--- config.mk ---
export PLATFORM = sky130hd
export DESIGN_NAME = if_stage_flat
export DESIGN_NICKNAME = d
export VERILOG_FILES = /design/src/rtl/if_stage_pkg.sv /design/src/rtl/if_stage_if.sv /design/src/rtl/if_stage_sat_counter.sv /design/src/rtl/if_stage.sv /design/src/flat_wrapper.sv
export SDC_FILE = /design/constraint.sdc
export NUM_CORES = 1
export LEC_CHECK = 0
export CORE_UTILIZATION = 35
export DETAILED_ROUTE_END_ITERATION = 6
export PLACE_DENSITY_LB_ADDON = 0.05
export SYNTH_ARGS = -nofsm -noshare
export SYNTH_HDL_FRONTEND = slang
export SYNTH_HIERARCHICAL = 1
export SYNTH_SLANG_ARGS = --single-unit
--- constraint.sdc ---
create_clock -name clk -period 1.8 [get_ports clk]
set_clock_uncertainty 0.15 [all_clocks]
set_input_delay 0.45 -clock clk [delete_from_list [all_inputs] [get_ports clk]]
set_output_delay 0.45 -clock clk [all_outputs]
set_load 0.01 [all_outputs]
--- src/rtl/if_stage_pkg.sv ---
// Shared definitions for the instruction-fetch stage and its consumers.
// The ID stage imports ifid_t to decode the IF/ID register contents.
package if_pkg;

  // Default program-counter width in bits (byte address, word aligned)
  localparam int PC_W_DEF = 9;

  // Bubble word loaded into IF/ID on reset and on flush: addi x0,x0,0
  localparam logic [31:0] NOP_INSTR = 32'h0000_0013;

  // IF/ID register contents. The pc field is carried at full 32-bit width
  // so the type is independent of the PC_W chosen by any instance.
  typedef struct packed {
    logic [31:0] pc;
    logic [31:0] instr;
    logic        valid;
  } ifid_t;

  // Bubble value of the IF/ID register
  function automatic ifid_t ifid_bubble();
    ifid_t b;
    b.pc    = '0;
    b.instr = NOP_INSTR;
    b.valid = 1'b0;
    return b;
  endfunction

endpackage

--- src/rtl/if_stage_if.sv ---
// Signal bundle between the fetch stage and its environment (branch unit,
// hazard unit, instruction memory, ID stage).
// The perf_* signals exist only when IF_PERF_CNT_EN is defined.
interface if_stage_if import if_pkg::*; #(
  parameter int PC_W = PC_W_DEF
);
  logic            stall;
  logic            pc_sel;
  logic [31:0]     br_pc;
  logic [31:0]     instr_i;
  logic [PC_W-1:0] pc_o;
  logic [PC_W-1:0] ifid_pc;
  logic [31:0]     ifid_instr;
  logic            ifid_valid;
`ifdef IF_PERF_CNT_EN
  logic [31:0]     perf_redirects;
  logic [31:0]     perf_stalls;
`endif

  // Environment side: drives control and memory data, observes fetch outputs
  modport master (
    output stall, pc_sel, br_pc, instr_i,
`ifdef IF_PERF_CNT_EN
    input  perf_redirects, perf_stalls,
`endif
    input  pc_o, ifid_pc, ifid_instr, ifid_valid
  );

  // Fetch-stage side
  modport slave (
    input  stall, pc_sel, br_pc, instr_i,
`ifdef IF_PERF_CNT_EN
    output perf_redirects, perf_stalls,
`endif
    output pc_o, ifid_pc, ifid_instr, ifid_valid
  );
endinterface

--- src/rtl/if_stage_sat_counter.sv ---
// Saturating up-counter with asynchronous active-high reset.
// Sticks at all-ones instead of wrapping.
module sat_counter #(
  parameter int W = 32
) (
  input  logic         clk,
  input  logic         rst,
  input  logic         inc_i,
  output logic [W-1:0] cnt_o
);
  logic [W-1:0] cnt_q, cnt_d;

  // Next count: increment unless already saturated
  always_comb begin
    cnt_d = cnt_q;
    if (inc_i && (cnt_q != '1)) cnt_d = cnt_q + W'(1);
  end

  // Count register
  always_ff @(posedge clk or posedge rst) begin
    if (rst) cnt_q <= '0;
    else     cnt_q <= cnt_d;
  end

  assign cnt_o = cnt_q;
endmodule

--- src/rtl/if_stage.sv ---
// Instruction-fetch stage: owns the PC and the IF/ID pipeline register.
// Priority for both PC and IF/ID: reset > redirect (pc_sel) > stall > fetch.
// Optional feature macro: IF_PERF_CNT_EN adds redirect/stall counters.
// PC_W must be in 3..31.
module if_stage import if_pkg::*; #(
  parameter int          PC_W      = PC_W_DEF,
  parameter logic [31:0] NOP_INSTR = if_pkg::NOP_INSTR
) (
  input  logic           clk,
  input  logic           reset,
  if_stage_if.slave      bus
);
  logic [PC_W-1:0] pc_q, pc_d;
  ifid_t           ifid_q, ifid_d;
  ifid_t           bubble;
  logic [PC_W-1:0] br_tgt;

  always_comb begin
    bubble       = ifid_bubble();
    bubble.instr = NOP_INSTR;
  end

  // Redirect target: out-of-range upper bits dropped, word-aligned
  assign br_tgt = {bus.br_pc[PC_W-1:2], 2'b00};

  // Next PC
  always_comb begin
    pc_d = pc_q + PC_W'(4);
    if (bus.pc_sel)     pc_d = br_tgt;
    else if (bus.stall) pc_d = pc_q;
  end

  // Next IF/ID: a redirect squashes the wrong-path word even under stall,
  // since the redirecting branch is older than the stalling instruction
  always_comb begin
    ifid_d       = ifid_q;
    if (bus.pc_sel) begin
      ifid_d = bubble;
    end else if (!bus.stall) begin
      ifid_d.pc    = 32'(pc_q);
      ifid_d.instr = bus.instr_i;
      ifid_d.valid = 1'b1;
    end
  end

  // PC and IF/ID registers
  always_ff @(posedge clk or posedge reset) begin
    if (reset) begin
      pc_q   <= '0;
      ifid_q <= bubble;
    end else begin
      pc_q   <= pc_d;
      ifid_q <= ifid_d;
    end
  end

  assign bus.pc_o       = pc_q;
  assign bus.ifid_pc    = ifid_q.pc[PC_W-1:0];
  assign bus.ifid_instr = ifid_q.instr;
  assign bus.ifid_valid = ifid_q.valid;

  // Bits of br_pc and of the widened pc field that never reach state
  logic unused_bits;
  assign unused_bits = ^{bus.br_pc[31:PC_W], bus.br_pc[1:0], ifid_q.pc[31:PC_W]};

`ifdef IF_PERF_CNT_EN
  logic stall_cnt_inc;
  assign stall_cnt_inc = bus.stall & ~bus.pc_sel;

  sat_counter #(.W(32)) u_redirect_cnt (
    .clk   (clk),
    .rst   (reset),
    .inc_i (bus.pc_sel),
    .cnt_o (bus.perf_redirects)
  );

  sat_counter #(.W(32)) u_stall_cnt (
    .clk   (clk),
    .rst   (reset),
    .inc_i (stall_cnt_inc),
    .cnt_o (bus.perf_stalls)
  );
`endif
endmodule

--- src/flat_wrapper.sv ---
// flat-port wrapper written by rule: the top's interface ports become plain ports
module if_stage_flat import if_pkg::*;
#(
  parameter int          PC_W      = PC_W_DEF,
  parameter logic [31:0] NOP_INSTR = if_pkg::NOP_INSTR
)
  (clk, reset, bus_stall, bus_pc_sel, bus_br_pc, bus_instr_i, bus_pc_o, bus_ifid_pc, bus_ifid_instr, bus_ifid_valid);
  if_stage_if #(.PC_W(PC_W)) bus_i ();
  input  logic clk;
  input  logic reset;
  input wire logic [$bits(bus_i.stall)-1:0] bus_stall;
  input wire logic [$bits(bus_i.pc_sel)-1:0] bus_pc_sel;
  input wire logic [$bits(bus_i.br_pc)-1:0] bus_br_pc;
  input wire logic [$bits(bus_i.instr_i)-1:0] bus_instr_i;
  output wire logic [$bits(bus_i.pc_o)-1:0] bus_pc_o;
  output wire logic [$bits(bus_i.ifid_pc)-1:0] bus_ifid_pc;
  output wire logic [$bits(bus_i.ifid_instr)-1:0] bus_ifid_instr;
  output wire logic [$bits(bus_i.ifid_valid)-1:0] bus_ifid_valid;
  assign bus_i.stall = bus_stall;
  assign bus_i.pc_sel = bus_pc_sel;
  assign bus_i.br_pc = bus_br_pc;
  assign bus_i.instr_i = bus_instr_i;
  assign bus_pc_o = bus_i.pc_o;
  assign bus_ifid_pc = bus_i.ifid_pc;
  assign bus_ifid_instr = bus_i.ifid_instr;
  assign bus_ifid_valid = bus_i.ifid_valid;
  if_stage #(.PC_W(PC_W), .NOP_INSTR(NOP_INSTR)) u_core (.clk(clk), .reset(reset), .bus(bus_i));
endmodule
==> results.md <==
- Area delta synth->final: 58.5%
- Routed len/inst: 13.2 um
- Buffers on Ports: 91
- Crit path DAT: 1100 ps
- Final setup fails: 0
- #FFs+latches synth: 48
- Vias in the first global route: 1,608
- Nets@finish: 344
- Largest fanout on the critical path: 2
- Post-Syn Instances: 175
- Outcome: completed
- Die area: 0.00615 mm^2
- Syn Area/Cell: 11.7 um^2
- Hold WS: 255 ps
- CP cell instances: dlygate4sd2_1
- Worst EP required: 1200 ps
- Pwr dens: 777 mW/mm^2
- Unrepaired setup endpoints after global routing: no
- Crit path capture type: output port
- Sequential fraction of the synthesis area: 0.590
- Total I/O pin count: 119
- Core Box Area: 0.00557 mm^2
- Post-Synth Adder-Cell Area: 0.00612
- Synth Area in Compound Gates: 0.0257
- HP Class: in -> async
- Largest net degree at the start of global routing: 24
- CP Buf/Inv Count: 1
- GP Congestion: 0.671
- Initial Util: 0.367
- Slowest CP cell: dfstp_2
- Die Wd: 78.4 um
- Min Tclk post-route: 1700 ps
- Vias/cell: 4.51
- Num CTS Buffers: 5
- Final ANT Viol Nets: 0
- Post-synthesis mux area share: 0.196
- Sequential Area: 0.00121 mm^2
- Post-Synth Simple-Gate Area: 0.124
- Synthesized cell area: 0.00204 mm^2
- Drt total wl: 4590 um
- Post-Synth XOR/XNOR Area: 0.0171
- Number of inserted diodes: 0
- Routed vias: 1,571
- CTS root buffer: clkbuf_8
- Critical setup path kind: reg -> out
- CTS max path bufs: 2
- Pleak: 1.86 nW
- Final clock period utilization by the worst path: 0.943
- Fin Setup TNS: 0 ps
- Total iterations of the first detailed-routing run: 4
- GRT Util Overall: 0.163
- CTS clock-pin slew for the worst setup and hold paths: 80 ps
- Crit start category: register
- CP delay by family, top: flip-flops
- CTS HTree Levels: 2
- Worst path depth: 1
- Share of post-route cells with drive strength above 1: 0.112
- # DRC: 0
- DR iter-0 viols: 50
- Fmax achieved: 0.589 GHz
- Yosys warns: 6
- GR Overflow Total: 0
- R2r setup slk: 240 ps
- Final Hold Viols: 0
- MaxCap Viol Count: 0
- Max Slew Vio Count: 0
- Row cnt: 27
- Worst R2R Path Depth: 5
- Initial antenna violation count: 0
- Clock Sinks: 48
- First-pass GRT wire length: 7710 um
- Die height: 78.4 um
- Netlist cell types: 20
- Hold-fix buffers, CTS: 0
- Combinational family with the most area after synthesis: multiplexers
- TritonCTS clock tree: yes
- Clk_lat worst skew: 290 ps
- Fill cell count: 515
- Multi-input logic area: 762 um^2
- Peak supply drop: 0.000564 V
- Hpwl dp: 3350 um
- Max incr delay on CP: 540 ps
==> worst paths after layout <==
check | startpoint | to
max | u_core/bus.ifid_instr[4]$_DFFE_PP1P_ | bus_ifid_instr[4]
min | reset | u_core/bus.ifid_instr[31]$_DFFE_PP0P_
max reg2reg | u_core/bus.pc_o[3]$_DFFE_PP0P_ | u_core/bus.pc_o[8]$_DFFE_PP0P_
min reg2reg | u_core/bus.ifid_instr[11]$_DFFE_PP0P_ | u_core/bus.ifid_instr[11]$_DFFE_PP0P_
max in group asynchronous | reset | u_core/bus.ifid_instr[4]$_DFFE_PP1P_
min in group clk | bus_pc_sel | u_core/bus.ifid_valid$_DFFE_PP0P_
==> repair_timing <==
item	CTS	global route
endpoints found under the setup margin	33	16
cloned	0	0
gates resized for setup	34	16
setup buffers	2	0
==> cell type report <==
class / count / share of cell area
clock buffers: 7 / 0.0298
clock inverters: 1 / 0.00927
inverters: 3 / 0.00348
multi-input cells: 112 / 0.235
flip-flops and latches: 48 / 0.372
well taps: 72 / 0.0278
repair buffers: 105 / 0.322
==> kinds of logic (layout without fill, tap and decap cells) <==
logic type	after synthesis	in the layout
XOR/XNOR	4	4
adder cells (fa/ha/maj)	1	1
AND/OR/NAND/NOR	55	55
buffers and inverters	16	116
AO/OA/AOI/OAI	10	10
flip-flops	48	48
other	1	2
multiplexers	40	40
==> cells in the mapped netlist, drive strengths merged <==
master	instances	area (um^2)
xnor2	1	8.76
conb	1	3.75
nor2b	1	6.26
nand4b	2	47.6
nor2	39	146
buf	8	50.1
dfstp	3	78.8
dfrtp	45	1130
clkbuf	5	18.8
or3	2	12.5
inv	3	11.3
mux2i	40	400
a21oi	1	5.00
a31oi	2	12.5
nand2	11	41.3
xor2	3	26.3
ha	1	12.5
o21ai	7	35.0
==> metrics by stage <==
step	cell area, um^2	utilization	worst slack (ps)	power [mW]	cells
2_1_floorplan	2050	-	60.5	1.44	176
3_3_place_gp	3100	0.556	157	1.74	338
4_1_cts	3200	0.574	0.100	2.57	348
3_5_place_dp	3100	0.556	147	1.75	338
6_report	3240	0.581	103	2.51	348
5_1_grt	3240	0.581	48.6	2.66	348
==> placed cells by master, fill, tap and decap left out <==
cell and n:
nand2_1 11, dlygate4sd2_1 33, nor2b_1 1, inv_2 1, o21ai_0 5, bufinv_16 1, or3_1 2, dfstp_2 3
nand4b_4 2, conb_1 2, clkdlybuf4s50_1 40, buf_2 2, dfrtp_2 1, clkbuf_8 7, o21ai_1 2, dfrtp_1 44
buf_12 3, a31oi_1 2, xor2_1 3, nor2_1 39, dlymetal6s2s_1 16, ha_1 1, xnor2_1 1, mux2i_1 40
a21oi_1 1, inv_1 2, buf_4 11
==> flip-flops by register name, indices dropped and copies added (netlist names) <==
signal,flops
u_core/bus.ifid_instr,32
u_core/bus.ifid_pc,8
u_core/bus.ifid_valid,1
u_core/bus.pc_o,7
==> power breakdown <==
part	leakage (nW)	internal, mW	switching [mW]
sequential	0.618	1.15	0.0363
combinational	1.18	0.272	0.223
clock	0.0645	0.490	0.342
==> layer usage <==
layer / up-vias / global-route usage / share of wire
met5: - / 0 / 0
met4: 0 / 0.0389 / 0.0041
li1: 775 / - / -
met1: 738 / 0.211 / 0.45
met3: 2 / 0.0640 / 0.080
met2: 56 / 0.256 / 0.47
Note: power is estimated with default switching activity, not from simulation.
==> RTL change: new RTL, config.mk and constraints unchanged <==
Change the package constant `PC_W_DEF` from 9 to 8.
--- a/src/rtl/if_stage_pkg.sv
+++ b/src/rtl/if_stage_pkg.sv
@@ -4,5 +4,5 @@
 
   // Default program-counter width in bits (byte address, word aligned)
-  localparam int PC_W_DEF = 9;
+  localparam int PC_W_DEF = 8;
 
   // Bubble word loaded into IF/ID on reset and on flush: addi x0,x0,0
Interface: changed (resized bus_ifid_pc and bus_pc_o); port bits go from 119 to 117. No check against the original RTL was run, so the function may have changed too.
==> RTL change against the original RTL <==
- utilization rose by 0.15 points
- design area down 5.8%
- highest routed layer unchanged
- sequential cell count down 2
- critical path depth unchanged
- largest power group unchanged
- synthesized area decreased by 4.9%
- total power shrank 11%
- first-iteration DRC count unchanged
- wire length down 5.1%
- critical endpoint is now bus_ifid_instr[0]
- sequential share of layout area is 0.61 points higher
- worst setup slack gained 0.023 ns
==> RTL change: results (changes against the original RTL) <==
| Metric | Value |
|---|---|
| Status | finished clean (unchanged) |
| Fill cell total of the finished layout | 475 (was 515) |
| Clk slew on worst S/H paths | 0.08 ns (about the same) |
| Most frequent cells after synthesis | dfrtp_1 (43), mux2i_1 (39), nor2_1 (37), nand2_1 (10), o21ai_0 (6) (was dfrtp_1 (45), mux2i_1 (40), nor2_1 (39), nand2_1 (11)) |
| Global-route wire length before repair | 7490 um (was 7710 um) |
| RD Place Congestion | 0.709 (was 0.671) |
| IO Port Bufs | 88 (was 91) |
| Layout cell share with drive strength beyond 1 | 9.89% (was 11.2%) |
| Via count | 1479 (was 1571) |
| Total length of routed wires | 4350 um (was 4590 um) |
| Initial core utilization | 37.1% (was 36.7%) |
| CTS max path bufs | 2 (unchanged) |
| YS warnings | 6 (unchanged) |
| DP Wirelength | 3080 um (was 3350 um) |
| Main area contributors after synthesis | dfrtp_1 (55%), mux2i_1 (20%), nor2_1 (7.1%), dfstp_2 (4.1%), nand2_1 (1.9%) (was dfrtp_1 (55%), mux2i_1 (20%), nor2_1 (7.2%), dfstp_2 (3.9%), nand4b_4 (2.3%)) |
| CP Launch Point | u_core/bus.ifid_instr[0] (was u_core/bus.ifid_instr[4]) |
| CP max-delay cell | dfstp_2 (unchanged) |
| Reg2Reg Setup Slack | 0.43 ns (was 0.24 ns) |
| WL/cell | 13.1 um (was 13.2 um) |
| Initial antenna violation count | 0 (unchanged) |
| All-Layer GR Usage | 16.5% (was 16.3%) |
| Largest net degree at the start of global routing | 37 (was 24) |
| Worst reg2reg startpoint | u_core/bus.pc_o[2] (was u_core/bus.pc_o[3]) |
| Sequential area share after synthesis | 59.4% (was 59.0%) |
| Netlist cell types | 21 (was 20) |
| Vias in the first global route | 1575 (was 1608) |
| Avg Cell Area, Syn | 11.7 um^2 (about the same) |
| Switching share of power | 25.1% (was 23.9%) |
| VDD IR max | 423 uV (was 564 uV) |
| CTS root buffer | clkbuf_8 (unchanged) |
| Post-CTS Setup Bufs | 0 (was 2) |
| LEAKAGE | 1.78 nW (was 1.86 nW) |
| Drt first pass iters | 4 (unchanged) |
| H-tree levels | 2 (unchanged) |
| CP Capture Point | bus_ifid_instr[0] (was bus_ifid_instr[4]) |
| Arrival @ worst endpoint | 1.07 ns (was 1.10 ns) |
| Cells after DPL | 325 (was 338) |
| R2R cell count | 5 (unchanged) |
| Reg2reg end | u_core/bus.pc_o[6] (was u_core/bus.pc_o[8]) |
RTL change: routing by layer:
layer | share of wire [%] | vias to the layer above | wire, um | GRT usage (%)
met1 | 45 | 692 | 1980 | 20.8
met3 | 8.2 | 2 | 358 | 6.23
met5 | 0 | - | 0 | 0
met2 | 46 | 54 | 1980 | 25.4
li1 | - | 731 | - | -
met4 | 0.67 | 0 | 29 | 6.35
RTL change: cell families (layout without fill, tap and decap cells):
family / after synthesis / in the layout / synth area share (%)
adders and majority gates: 1 / 1 / 0.644
buffers and inverters: 16 / 112 / 4.31
and+or+nand+nor: 51 / 51 / 11.4
xor gates and xnor gates: 4 / 4 / 1.80
AOI/OAI and AO/OA: 8 / 8 / 2.12
DFF: 46 / 46 / 59.4
muxes: 39 / 39 / 20.1
other: 1 / 2 / 0.193
RTL change: power groups by stage:
stage / Clock, mW / Combinational (mW) / Sequential [mW]
3_5_place_dp: 0 / 0.503 / 1.16
5_1_grt: 0.709 / 0.507 / 1.15
3_3_place_gp: 0 / 0.500 / 1.16
4_1_cts: 0.668 / 0.476 / 1.14
6_report: 0.636 / 0.459 / 1.14
2_1_floorplan: 0 / 0.164 / 1.20
RTL change: final cells by class:
| cell class | count | share of cell area (%) |
|---|---|---|
| sequential | 46 | 37.9 |
| timing repair buffer | 101 | 32.7 |
| multi-input combinational | 105 | 23.2 |
| clock buffer | 8 | 2.95 |
| tap | 70 | 2.87 |
| inverter | 3 | 0.369 |
RTL change: repair_timing:
action,4_1_cts,5_1_grt
endpoints found under the setup margin,30,17
hold endpoints to repair,0,0
gates resized for setup,30,17
cloned,0,0
pin swaps,0,0
RTL change: worst min-delay path by stage:
stage	start	endpoint	slack [ns]	cells after the start
final	reset	u_core/bus.ifid_instr[17]	0.33	3
after global routing	reset	u_core/bus.ifid_instr[17]	0.36	3
after CTS	reset	u_core/bus.ifid_instr[17]	0.32	3
after detailed placement	u_core/bus.ifid_pc[3]	u_core/bus.ifid_pc[3]	0.36	2
after global placement	u_core/bus.ifid_instr[12]	u_core/bus.ifid_instr[12]	0.35	2
after floorplan	u_core/bus.ifid_valid	u_core/bus.ifid_valid	0.40	2
RTL change: stage by stage:
step	setup WS (ns)	instance area, um^2	hold slack, ns
after detailed placement	0.170	2960	0.360
after floorplan	0.117	1950	0.398
after CTS	0.000103	3010	0.323
after global placement	0.172	2960	0.353
after global routing	0.0676	3050	0.355
final	0.126	3050	0.331
